<file path="src/rtl/fifo_pkg.sv">
// Shared definitions for the single-clock FIFO: read-mode encodings,
// level-width helper and threshold range clamps.
package fifo_pkg;

    localparam int FIFO_MODE_REG  = 0;
    localparam int FIFO_MODE_FWFT = 1;

    function automatic int level_width(input int a_size);
        return a_size + 1;
    endfunction

    // Out-of-range thresholds are pulled back into 1..depth so the flag never sticks.
    function automatic int clamp_af(input int lvl, input int depth);
        if (lvl < 1)
            return 1;
        else if (lvl > depth)
            return depth;
        else
            return lvl;
    endfunction

    function automatic int clamp_ae(input int lvl, input int depth);
        if (lvl < 0)
            return 0;
        else if (lvl > depth - 1)
            return depth - 1;
        else
            return lvl;
    endfunction

endpackage

</file>
<file path="src/rtl/fifo_mem.sv">
// FIFO storage: DEPTH x D_SIZE array, synchronous write, asynchronous read.
module fifo_mem #(
    parameter int D_SIZE = 16,
    parameter int A_SIZE = 3
) (
    input  logic              i_clk,
    input  logic              i_w_en,
    input  logic [A_SIZE-1:0] i_w_addr,
    input  logic [D_SIZE-1:0] i_w_data,
    input  logic [A_SIZE-1:0] i_r_addr,
    output logic [D_SIZE-1:0] o_r_data
);

    localparam int DEPTH = 2 ** A_SIZE;

    logic [D_SIZE-1:0] mem [DEPTH];

    always_ff @(posedge i_clk) begin
        if (i_w_en)
            mem[i_w_addr] <= i_w_data;
    end

    assign o_r_data = mem[i_r_addr];

endmodule

</file>
<file path="src/rtl/sync_fifo_flags.sv">
// Single-clock FIFO with registered status flags, fill level, sticky error
// flags and either registered or first-word-fall-through read.
module sync_fifo_flags
    import fifo_pkg::*;
#(
    parameter int D_SIZE   = 16,
    parameter int A_SIZE   = 3,
    parameter int AF_LEVEL = 6,
    parameter int AE_LEVEL = 2,
    parameter int FWFT     = 0
) (
    input  logic              i_clk,
    input  logic              i_rst,
    input  logic              i_flush,
    input  logic              i_w_inc,
    input  logic [D_SIZE-1:0] i_w_data,
    input  logic              i_r_inc,
    output logic [D_SIZE-1:0] o_r_data,
    output logic              o_r_valid,
    output logic              o_full,
    output logic              o_empty,
    output logic              o_almost_full,
    output logic              o_almost_empty,
    output logic [A_SIZE:0]   o_level,
    output logic              o_overflow,
    output logic              o_underflow
);

    localparam int DEPTH = 2 ** A_SIZE;
    localparam int LW    = level_width(A_SIZE);

    localparam logic [LW-1:0] LVL_FULL = LW'(DEPTH);
    localparam logic [LW-1:0] AF_LVL   = LW'(clamp_af(AF_LEVEL, DEPTH));
    localparam logic [LW-1:0] AE_LVL   = LW'(clamp_ae(AE_LEVEL, DEPTH));

    logic [LW-1:0]     wr_ptr, rd_ptr, level, level_nxt;
    logic              wr_acc, rd_acc;
    logic [D_SIZE-1:0] mem_rd_data;

    // Acceptance uses the registered flags, so a full FIFO never passes a write through.
    assign wr_acc = i_w_inc && !o_full;
    assign rd_acc = i_r_inc && !o_empty;

    always_comb begin
        level_nxt = level;
        case ({wr_acc, rd_acc})
            2'b10:   level_nxt = level + 1'b1;
            2'b01:   level_nxt = level - 1'b1;
            default: level_nxt = level;
        endcase
    end

    fifo_mem #(
        .D_SIZE (D_SIZE),
        .A_SIZE (A_SIZE)
    ) u_mem (
        .i_clk    (i_clk),
        .i_w_en   (wr_acc && !i_rst && !i_flush),
        .i_w_addr (wr_ptr[A_SIZE-1:0]),
        .i_w_data (i_w_data),
        .i_r_addr (rd_ptr[A_SIZE-1:0]),
        .o_r_data (mem_rd_data)
    );

    always_ff @(posedge i_clk) begin
        if (i_rst || i_flush) begin
            wr_ptr         <= '0;
            rd_ptr         <= '0;
            level          <= '0;
            o_full         <= 1'b0;
            o_empty        <= 1'b1;
            o_almost_full  <= 1'b0;
            o_almost_empty <= 1'b1;
            o_overflow     <= 1'b0;
            o_underflow    <= 1'b0;
        end else begin
            if (wr_acc)
                wr_ptr <= wr_ptr + 1'b1;
            if (rd_acc)
                rd_ptr <= rd_ptr + 1'b1;
            level          <= level_nxt;
            o_full         <= (level_nxt == LVL_FULL);
            o_empty        <= (level_nxt == '0);
            o_almost_full  <= (level_nxt >= AF_LVL);
            o_almost_empty <= (level_nxt <= AE_LVL);
            o_overflow     <= o_overflow  || (i_w_inc && o_full);
            o_underflow    <= o_underflow || (i_r_inc && o_empty);
        end
    end

    assign o_level = level;

    generate
        if (FWFT == FIFO_MODE_FWFT) begin : g_fwft
            assign o_r_valid = !o_empty;
            assign o_r_data  = o_empty ? '0 : mem_rd_data;
        end else begin : g_reg
            logic [D_SIZE-1:0] r_data_q;
            logic              r_valid_q;

            always_ff @(posedge i_clk) begin
                if (i_rst || i_flush) begin
                    r_data_q  <= '0;
                    r_valid_q <= 1'b0;
                end else begin
                    r_valid_q <= rd_acc;
                    if (rd_acc)
                        r_data_q <= mem_rd_data;
                end
            end

            assign o_r_valid = r_valid_q;
            assign o_r_data  = r_data_q;
        end
    endgenerate

endmodule
</file>
<file path="config.mk">
export PLATFORM = sky130hd
export DESIGN_NAME = sync_fifo_flags
export DESIGN_NICKNAME = d
export VERILOG_FILES = /design/src/rtl/fifo_pkg.sv /design/src/rtl/fifo_mem.sv /design/src/rtl/sync_fifo_flags.sv
export SDC_FILE = /design/constraint.sdc
export NUM_CORES = 1
export LEC_CHECK = 0
export ABC_AREA = 1
export CELL_PAD_IN_SITES_DETAIL_PLACEMENT = 1
export CELL_PAD_IN_SITES_GLOBAL_PLACEMENT = 1
export CORE_UTILIZATION = 34
export DETAILED_ROUTE_END_ITERATION = 8
export HOLD_SLACK_MARGIN = 0.06
export PLACE_DENSITY_LB_ADDON = 0.1
export SLEW_MARGIN = 20
export SYNTH_ARGS = -nofsm -noshare
export SYNTH_HDL_FRONTEND = slang
export SYNTH_SLANG_ARGS = --single-unit
</file>
<file path="constraint.sdc">
create_clock -name i_clk -period 2.61 [get_ports i_clk]
set_input_delay 0.261 -clock i_clk [delete_from_list [all_inputs] [get_ports i_clk]]
set_output_delay 0.261 -clock i_clk [all_outputs]
set_load 0.02 [all_outputs]
</file>
=== Word level (Yosys, flattened, before mapping) ===
Memories as Yosys holds them, arrays and structs flattened. A register that Yosys moved wholly into a read port is not among the register bits.
Index checks and enable logic that the tools add are counted.

* Add/sub/neg operators: 4
* Magnitude comparators: 2
* Equality and inequality tests: 3
* Mux-type cells: 3
* Reductions and logical operators: 14

{| class="wikitable"
|+ Operator list
! operator !! number
|-
| $add A4 B1 Y4 const B || 3
|-
| $pmux W4 S2 || 1
|-
| $logic_and A1 B1 Y1 || 6
|-
| $eq A4 B4 Y1 const B || 1
|-
| $ge A4 B3 Y1 const B || 1
|-
| $le A4 B2 Y1 const B || 1
|-
| $logic_not A1 Y1 || 4
|-
| $logic_not A4 Y1 || 1
|-
| $sub A4 B1 Y4 const B || 1
|-
| $logic_or A1 B1 Y1 || 3
|-
| $eq A2 B1 Y1 const B || 1
|-
| $eq A2 B2 Y1 const B || 1
|-
| $mux W1 || 2
|}

* Flip-flop bits (word level): 19
* Word-level logic and storage cells: 37
* Bits in writable memories: 128
* Output and inout port bits: 27
* Bits of input ports: 21
* Memories: 1

{| class="wikitable"
|+ Memories
! memory !! words !! bits a word !! rd ports !! clocked after memory_dff !! wr ports !! line !! RTL
|-
| u_mem.mem || 8 || 16 || 1 || 1 || 1 || fifo_mem.sv:16 || <nowiki>logic [D_SIZE-1:0] mem [DEPTH];</nowiki>
|}

=== Longest topological paths before layout ===
Gate-level depths: netlist of the first run.

* Depth after elaboration: 6
* Gate-level depth with buffers: 16
* Mapped depth without buffers: 16

=== By module ===
Synthesis of the first run repeated with hierarchy kept, for this count alone.

* Cell total of the unflattened synthesis: 759
* Area total of the unflattened synthesis: 7086.8 µm²

{| class="wikitable"
|+ By module, submodules not included
! module !! seq. area each (µm²) !! area each (µm²) !! instances !! cells each
|-
| fifo_mem || 3843.7 || 5669.2 || 1 || 571
|-
| sync_fifo_flags || 660.6 || 1417.6 || 1 || 188
|}

=== Worst setup path before layout of the first run ===
Ideal clock, no wire load.

* Kind: register to register
* From: reg o_empty
* To: reg o_almost_empty
* Period minus slack after synthesis: 2018 ps
* Setup time: 121 ps
* Path buffers: 2
* Setup slack: 592 ps
* Arrival time: 1897 ps
* Data required time: 2489 ps
* Stages on the path, launching flop included: 11
* Cell sequence: dfxtp_1 -> nor2_2 -> buf_2 -> clkbuf_1 -> ha_1 -> o21ai_0 -> inv_1 -> nor2_1 -> nand2_1 -> nand2_1 -> a21oi_1

* Longest elaborated chain between the ends: 5
* Elaborated cells between the ends (all ways): 6
* Those cells by class: order compare (1); eq/ne (2); mux (1); reduce/logical (2)

{| class="wikitable"
|+ Ends and longest elaborated chain
! element !! line !! RTL
|-
| from (decl) || sync_fifo_flags.sv:21 || <nowiki>output logic o_empty,</nowiki>
|-
| from (signal assigned) || sync_fifo_flags.sv:83 || <nowiki>o_empty <= (level_nxt == '0);</nowiki>
|-
| $logic_not A1 Y1 (*) || sync_fifo_flags.sv:42 || <nowiki>assign rd_acc = i_r_inc && !o_empty;</nowiki>
|-
| $logic_and A1 B1 Y1 (*) || sync_fifo_flags.sv:42 ||
|-
| $eq A2 B1 Y1 or $eq A2 B2 Y1 (tied branches) || sync_fifo_flags.sv:46 || <nowiki>case ({wr_acc, rd_acc})</nowiki>
|-
| $pmux W4 S2 (*) || sync_fifo_flags.sv:46 ||
|-
| $le A4 B2 Y1 (*) || sync_fifo_flags.sv:85 || <nowiki>o_almost_empty <= (level_nxt <= AE_LVL);</nowiki>
|-
| to (signal assigned) || sync_fifo_flags.sv:85 ||
|-
| to (decl) || sync_fifo_flags.sv:23 || <nowiki>output logic o_almost_empty,</nowiki>
|}

Every way passes the cells marked *; elsewhere a longest branch is shown, timed or not.
A chain may end at the register's enable or synchronous reset.

=== Final worst setup path of the first run ===
* From: reg o_full
* To: reg o_almost_empty

* Longest elaborated chain between the ends: 5
* Elaborated cells between the ends (all ways): 6
* Those cells by class: order compare (1); eq/ne (2); mux (1); reduce/logical (2)

{| class="wikitable"
|+ Ends and longest elaborated chain
! element !! line !! RTL
|-
| from (decl) || sync_fifo_flags.sv:20 || <nowiki>output logic o_full,</nowiki>
|-
| from (signal assigned) || sync_fifo_flags.sv:82 || <nowiki>o_full <= (level_nxt == LVL_FULL);</nowiki>
|-
| $logic_not A1 Y1 (*) || sync_fifo_flags.sv:41 || <nowiki>assign wr_acc = i_w_inc && !o_full;</nowiki>
|-
| $logic_and A1 B1 Y1 (*) || sync_fifo_flags.sv:41 ||
|-
| $eq A2 B1 Y1 or $eq A2 B2 Y1 (tied branches) || sync_fifo_flags.sv:46 ||
|-
| $pmux W4 S2 (*) || sync_fifo_flags.sv:46 ||
|-
| $le A4 B2 Y1 (*) || sync_fifo_flags.sv:85 ||
|}

Marks and branches as above.

==> impl_metrics.toml, run 1 <==
[synthesis]
synth_compound_area_share_pct = 12.81
yosys.area.top_type_share_pct = 60.75
yosys.area_share.simple_pct = 10.14
synth_top_family_by_area = "compound AO/OA/AOI/OAI gates"
synth_area_leaders = "edfxtp_1 61%, dfxtp_1 10%, nor2_1 6.9%"
yosys_warnings = 0
synthXorXnorAreaFrac_pct = 0.2768
synth_cell_types = 26
synthAdderAreaFrac_pct = 0.7910
synth.largest_area_cell = "edfxtp_1"
ys_ff_latch = 161
ys_seq_area_share_pct = 71.19
syn-cell-area_um2 = 6327
syn_area_per_cell_um2 = 11.92
synth.net_count = 556
synth.area.mux_share_pct = 0
netlist_instances = 531

[drt]
wl_per_cell_um = 18.57
dr.first_iter.drc_count = 204
ant_nets = 0
drc = 12
wl_mm = 15.36
vias_per_cell = 5.075
vias = 4197
first_pass_iters = 6

[global_routing]
grt_pass1_vias = 4310
grt_pass1_wl_mm = 24.19
antenna_found_initial = 0
grt_max_degree = 67
grtUsageTotal_pct = 16.91
overflow = 0

[power_and_ir_drop]
total_power_mw = 5.450
p_seq_share_pct = 52.0
p_switching_mw = 1.244
clock_power_share_pct = 41.1
powerDensity_nw_per_um2 = 711.2
p_comb_share_pct = 6.9
p_sw_share_pct = 22.83
leakage_nw = 2.631
intPower_mw = 4.206
vdd_ir_drop_max_v = 0.0004536

[clock_network]
numCtsBuffers = 17
cts-htree-levels = 4
cts_post_setup_buffers_inserted = 0
clk_pin_slew_worst_paths_ns = 0.06
hold_buffers = 0
ctsResizeCount = 0
clk_latency_ns = 0.43
cts_root_buffer = "clkbuf_16"
tritoncts = "built"
clockBufferDepth = 2
clock_sinks = 161

[sta]
clock_skew_ns = 0.01263
tns_ns = 0
slew_headroom_pct = 64.47
hold_slack_ns = 0.4760
drv_slew = 0
finalCritPeriodShare_pct = 74.21
tightest_slew_ns = 0.5329
hold_viol = 0
rsz0062_at_grt = "false"
fmax_mhz = 516.3
period_minus_slack_ns = 1.937
setup_viol = 0

[placement]
gp_congestion = 0.7420
dp_hpwl_mm = 8.977
portBuffers = 47

[status]
status = "finished with violations"
violations = "DRC"

[setup_path]
required_ns = 2.92
slowest_delay_ns = 0.35
worstPathArrival_ns = 2.25
worstSetupPathType = "flip-flop to flip-flop"
crit_fanout = 9
crit_slowest_cell = "dfxtp_1"
path_common_cell = "inv_1"
cp-start-kind = "flip-flop"
worstSetupEndpointType = "flip-flop"
cp_cell_sequence = "inv_1 -> nand2_2 -> nand3_1 -> nand2_1 -> inv_1 -> ha_1 -> inv_1 -> o21ai_0 -> inv_1 -> nor2_1 -> nand2_1 -> nand2_1 -> a21oi_1"

[finish]
seq_area_um2 = 4507
antenna_cells = 0
layout-drive-gt1-share_pct = 8.696
layout_common_cells = "128 x edfxtp_1, 115 x nor2_1, 74 x o21ai_0"
final_util_pct = 42.37
syn_to_final_growth_pct = 21.12
final_common_cell = "edfxtp_1"
fillers = 1930
nets = 610
multi_input_area_um2 = 1523

[floorplan]
rows = 49
start_util_pct = 34.98
core_um2 = 18090
die_y_um = 138.4
die_x_um = 138.4
dieArea_um2 = 19160
num_io_pins = 48

[run]
drv_cap = 0

[hold_path]
hold_path.class = "flip-flop to flip-flop"
==> power by group through the flow <==
stage	Sequential (mW)	Clock, mW	Combinational [mW]
final	2.83	2.24	0.375
after global placement	2.89	0	0.371
after global routing	2.84	2.39	0.418
after CTS	2.83	2.30	0.382
after detailed placement	2.89	0	0.381
after floorplan	2.91	0	0.192
==> metrics by stage <==
step	area (um^2)	cells	worst slack [ns]
detailed placement	7136	795	0.2546
global route	7664	827	0.4158
CTS	7664	827	0.6452
floorplan	6327	531	0.5919
finish	7664	827	0.6731
global placement	7136	795	0.3180
==> cell usage after synthesis <==
cell type  instances
o21ai_1           13
xnor2_1            1
inv_6              1
nand3_1           12
clkinv_1           1
nor2_1           116
buf_2             14
buf_12             1
clkbuf_1           8
nand3_2            1
edfxtp_1         128
buf_6              3
dfxtp_1           33
nand2_1           33
a21oi_1           23
nor2_2             1
clkbuf_2           1
o211ai_1          16
xor2_1             1
buf_8              1
buf_4              3
ha_1               4
inv_1             25
o32ai_1           16
nand2_2            1
o21ai_0           74
==> critical path, delay by kind of cell (launching register included) <==
family	cells	cell delay (ns)
compound gates	2	0.34
fa+ha+maj	1	0.26
buf+inv	4	0.22
flops	1	0.35
simple gates	6	0.65
==> cells by family after synthesis <==
family          after synthesis
fa+ha+maj                     4
simple gates                164
xor+xnor                      2
buf+inv                      58
compound gates              142
flops                       161
==> worst paths after layout <==
| kind | from | to | slack [ns] | cells after the start |
|---|---|---|---|---|
| worst max-delay path | o_full | o_almost_empty | 0.67 | 13 |
| worst min-delay path | o_underflow | o_underflow | 0.48 | 2 |
| worst max register to register | o_full | o_almost_empty | 0.67 | 13 |
| worst min register to register | o_underflow | o_underflow | 0.48 | 2 |
==> flip-flops by register name (all words and copies together), names as in the netlist <==
register        count
rd_ptr              3
o_r_valid           1
wr_ptr              3
o_almost_full       1
o_overflow          1
o_full              1
o_almost_empty      1
o_level             4
o_empty             1
o_r_data           16
o_underflow         1
u_mem.mem         128
==> final cells by class <==
| type | count | area share (%) |
|---|---|---|
| sequential | 161 | 58.81 |
| clock inverter | 10 | 0.8327 |
| timing repair buffer | 66 | 9.306 |
| multi-input combinational | 312 | 19.87 |
| tap | 229 | 3.739 |
| inverter | 27 | 1.388 |
| clock buffer | 22 | 6.057 |
==> per-layer routing <==
| metal | up-vias | GRT usage, % | wire length [um] |
|---|---|---|---|
| met4 | 0 | 6.032 | 208 |
| met1 | 2116 | 20.68 | 7023 |
| met2 | 58 | 29.28 | 7611 |
| li1 | 2007 | - | - |
| met3 | 16 | 3.810 | 517 |
| met5 | - | 0 | 0 |
Power figures use the tool's default switching activity.
==> inputs of run 2 (changes only) <==
- clock period: 2.61 -> 1.9 ns (I/O delays scaled with it)
==> run 2 against run 1 <==
The flow still finishes with violations (DRC); sequential cell count is the same; maximum frequency grew 8.0%; sequential share of layout area shrank 1.6 points; power grew 48%; utilization grew 1.2 points; largest power group unchanged; worst setup slack lost 0.57 ns; final area grew 2.8%; highest routed layer unchanged; via count grew 0.43%; first-iteration DRC count grew 31%; clock skew is essentially flat.
==> impl_metrics.toml, run 2 (same netlist as run 1, synthesis figures left out) <==
[status]
status = "finished with violations"
violations = "DRC"

[floorplan]
start_util_pct = 34.98
core_um2 = 18090
num_io_pins = 48
die_x_um = 138.4
rows = 49
die_y_um = 138.4
dieArea_um2 = 19160

[drt]
first_pass_iters = 8
vias_per_cell = 4.976
wl_per_cell_um = 18.77
vias = 4215
ant_nets = 0
drc = 8
dr.first_iter.drc_count = 268
wl_mm = 15.90

[global_routing]
antenna_found_initial = 0
grt_pass1_vias = 4301
overflow = 0
grt.busiest_layer = "met2"
grtUsageMet1_pct = 22.08
grtUsageTotal_pct = 17.55
met3_usage_pct = 3.983
grt_pass1_wl_mm = 24.85
grt_max_degree = 47
grtUsageMet2_pct = 30.06

[finish]
finish.instance_area_um2 = 7881
nets = 630
layout_common_cells = "128 x edfxtp_1, 113 x nor2_1, 73 x o21ai_0"
syn_to_final_growth_pct = 24.56
regMostFlops = "u_mem.mem"
final_common_cell = "edfxtp_1"
antenna_cells = 0
largest_reg_flops = 128
layout-drive-gt1-share_pct = 13.27

[setup_path]
worstSetupPathType = "flip-flop to flip-flop"
worstSetupEndpointType = "flip-flop"
required_ns = 2.00
worstSetupStartpoint = "o_full"
crit_fanout = 10
cp-start-kind = "flip-flop"
cp_cell_sequence = "inv_1 -> nand2_2 -> buf_4 -> buf_4 -> inv_1 -> nand3_1 -> nor2_1 -> buf_4"
worstPathArrival_ns = 1.90
crit_slowest_cell = "dfxtp_1"
reg2reg_from = "o_full"
slowest_delay_ns = 0.33
path_common_cell = "buf_4"

[clock_network]
clockBufferDepth = 2
cts-htree-levels = 4
tritoncts = "built"
cts_root_buffer = "clkbuf_16"
clk_latency_ns = 0.42
hold_buffers = 0
numCtsBuffers = 17
clk_pin_slew_worst_paths_ns = 0.06
clock_sinks = 161

[sta]
tightest_slew_ns = 0.3474
rsz0062_at_grt = "true"
clock_skew_ns = 0.01310
slew_headroom_pct = 76.84
period_minus_slack_ns = 1.794
fmax_mhz = 557.5
setup_viol = 0
tns_ns = 0
layout_setup_ws_ns = 0.1062
drv_slew = 0
hold_viol = 0
finalCritPeriodShare_pct = 94.41

[run]
drv_cap = 0

[placement]
portBuffers = 47
placed_area_um2 = 7223
dp_slack_ns = -0.3259
gp_congestion = 0.7715
dp_hpwl_mm = 9.875

[power_and_ir_drop]
p_switching_mw = 1.722
clock_power_share_pct = 44.6
powerDensity_nw_per_um2 = 1022
p_seq_share_pct = 48.3
p_comb_share_pct = 7.2
p_sw_share_pct = 21.38
vdd_ir_drop_max_v = 0.0007319
leakage_nw = 2.781
intPower_mw = 6.332

[hold_path]
min_from = "o_overflow"
hold_path.class = "flip-flop to flip-flop"
==> run 2: cell types whose count changed in the layout (fill, tap and decap cells not counted), moves of 2 or more <==
cell        change
buf_4          +24
clkbuf_8        +3
clkinv_4        -2
bufinv_16       +3
clkinv_1        -3
buf_12          -5
clkinvlp_4      -2
nor2_1          -2
==> run 2: final cells by class <==
class                      count  area, um^2
fill                        1905       10200
sequential                   161        4507
multi-input combinational    312        1551
timing repair buffer          86       804.5
clock buffer                  24       501.7
tap                          229       286.5
clock inverter                 8       123.9
inverter                      27       106.4
==> run 2: worst paths after layout <==
kind              slack [ns]         endpoint  cells past startpoint
setup / recovery        0.11  u_mem.mem[3][9]                      8
hold / removal          0.49       o_overflow                      2
setup reg to reg        0.11  u_mem.mem[3][9]                      8
hold reg to reg         0.49       o_overflow                      2
==> run 2: critical path, delay by kind of cell (launching register included) <==
family / cells / cell delay (ns)
simple gates: 3 / 0.43
buf+inv: 5 / 0.72
flops: 1 / 0.33
==> run 2: repair_timing <==
action,4_1_cts,5_1_grt
setup endpoints to repair,0,10
setup buffers,0,0
gates resized for setup,0,9
==> run 2: stage by stage <==
step                cells  utilization, %  power, mW  hold slack [ns]
floorplan             531               -      4.256           0.2889
global placement      815           39.94      4.514           0.4579
detailed placement    815           39.94      4.532           0.4778
CTS                   847           43.40      8.130           0.4893
global route          847           43.58      8.324           0.5115
finish                847           43.58      8.054           0.4900
==> run 2: power by group through the flow <==
stage / sequential [mW] / clock, mW / combinational [mW]
after global placement: 3.96 / 0 / 0.555
after CTS: 3.89 / 3.67 / 0.574
final: 3.89 / 3.59 / 0.576
after detailed placement: 3.96 / 0 / 0.571
after floorplan: 3.99 / 0 / 0.265
after global routing: 3.89 / 3.80 / 0.636
==> run 2: metal layers <==
layer,wire length (um),up-vias
li1,-,2039
met1,7409,2096
met2,7829,68
met3,479,12
met4,182,0
met5,0,-
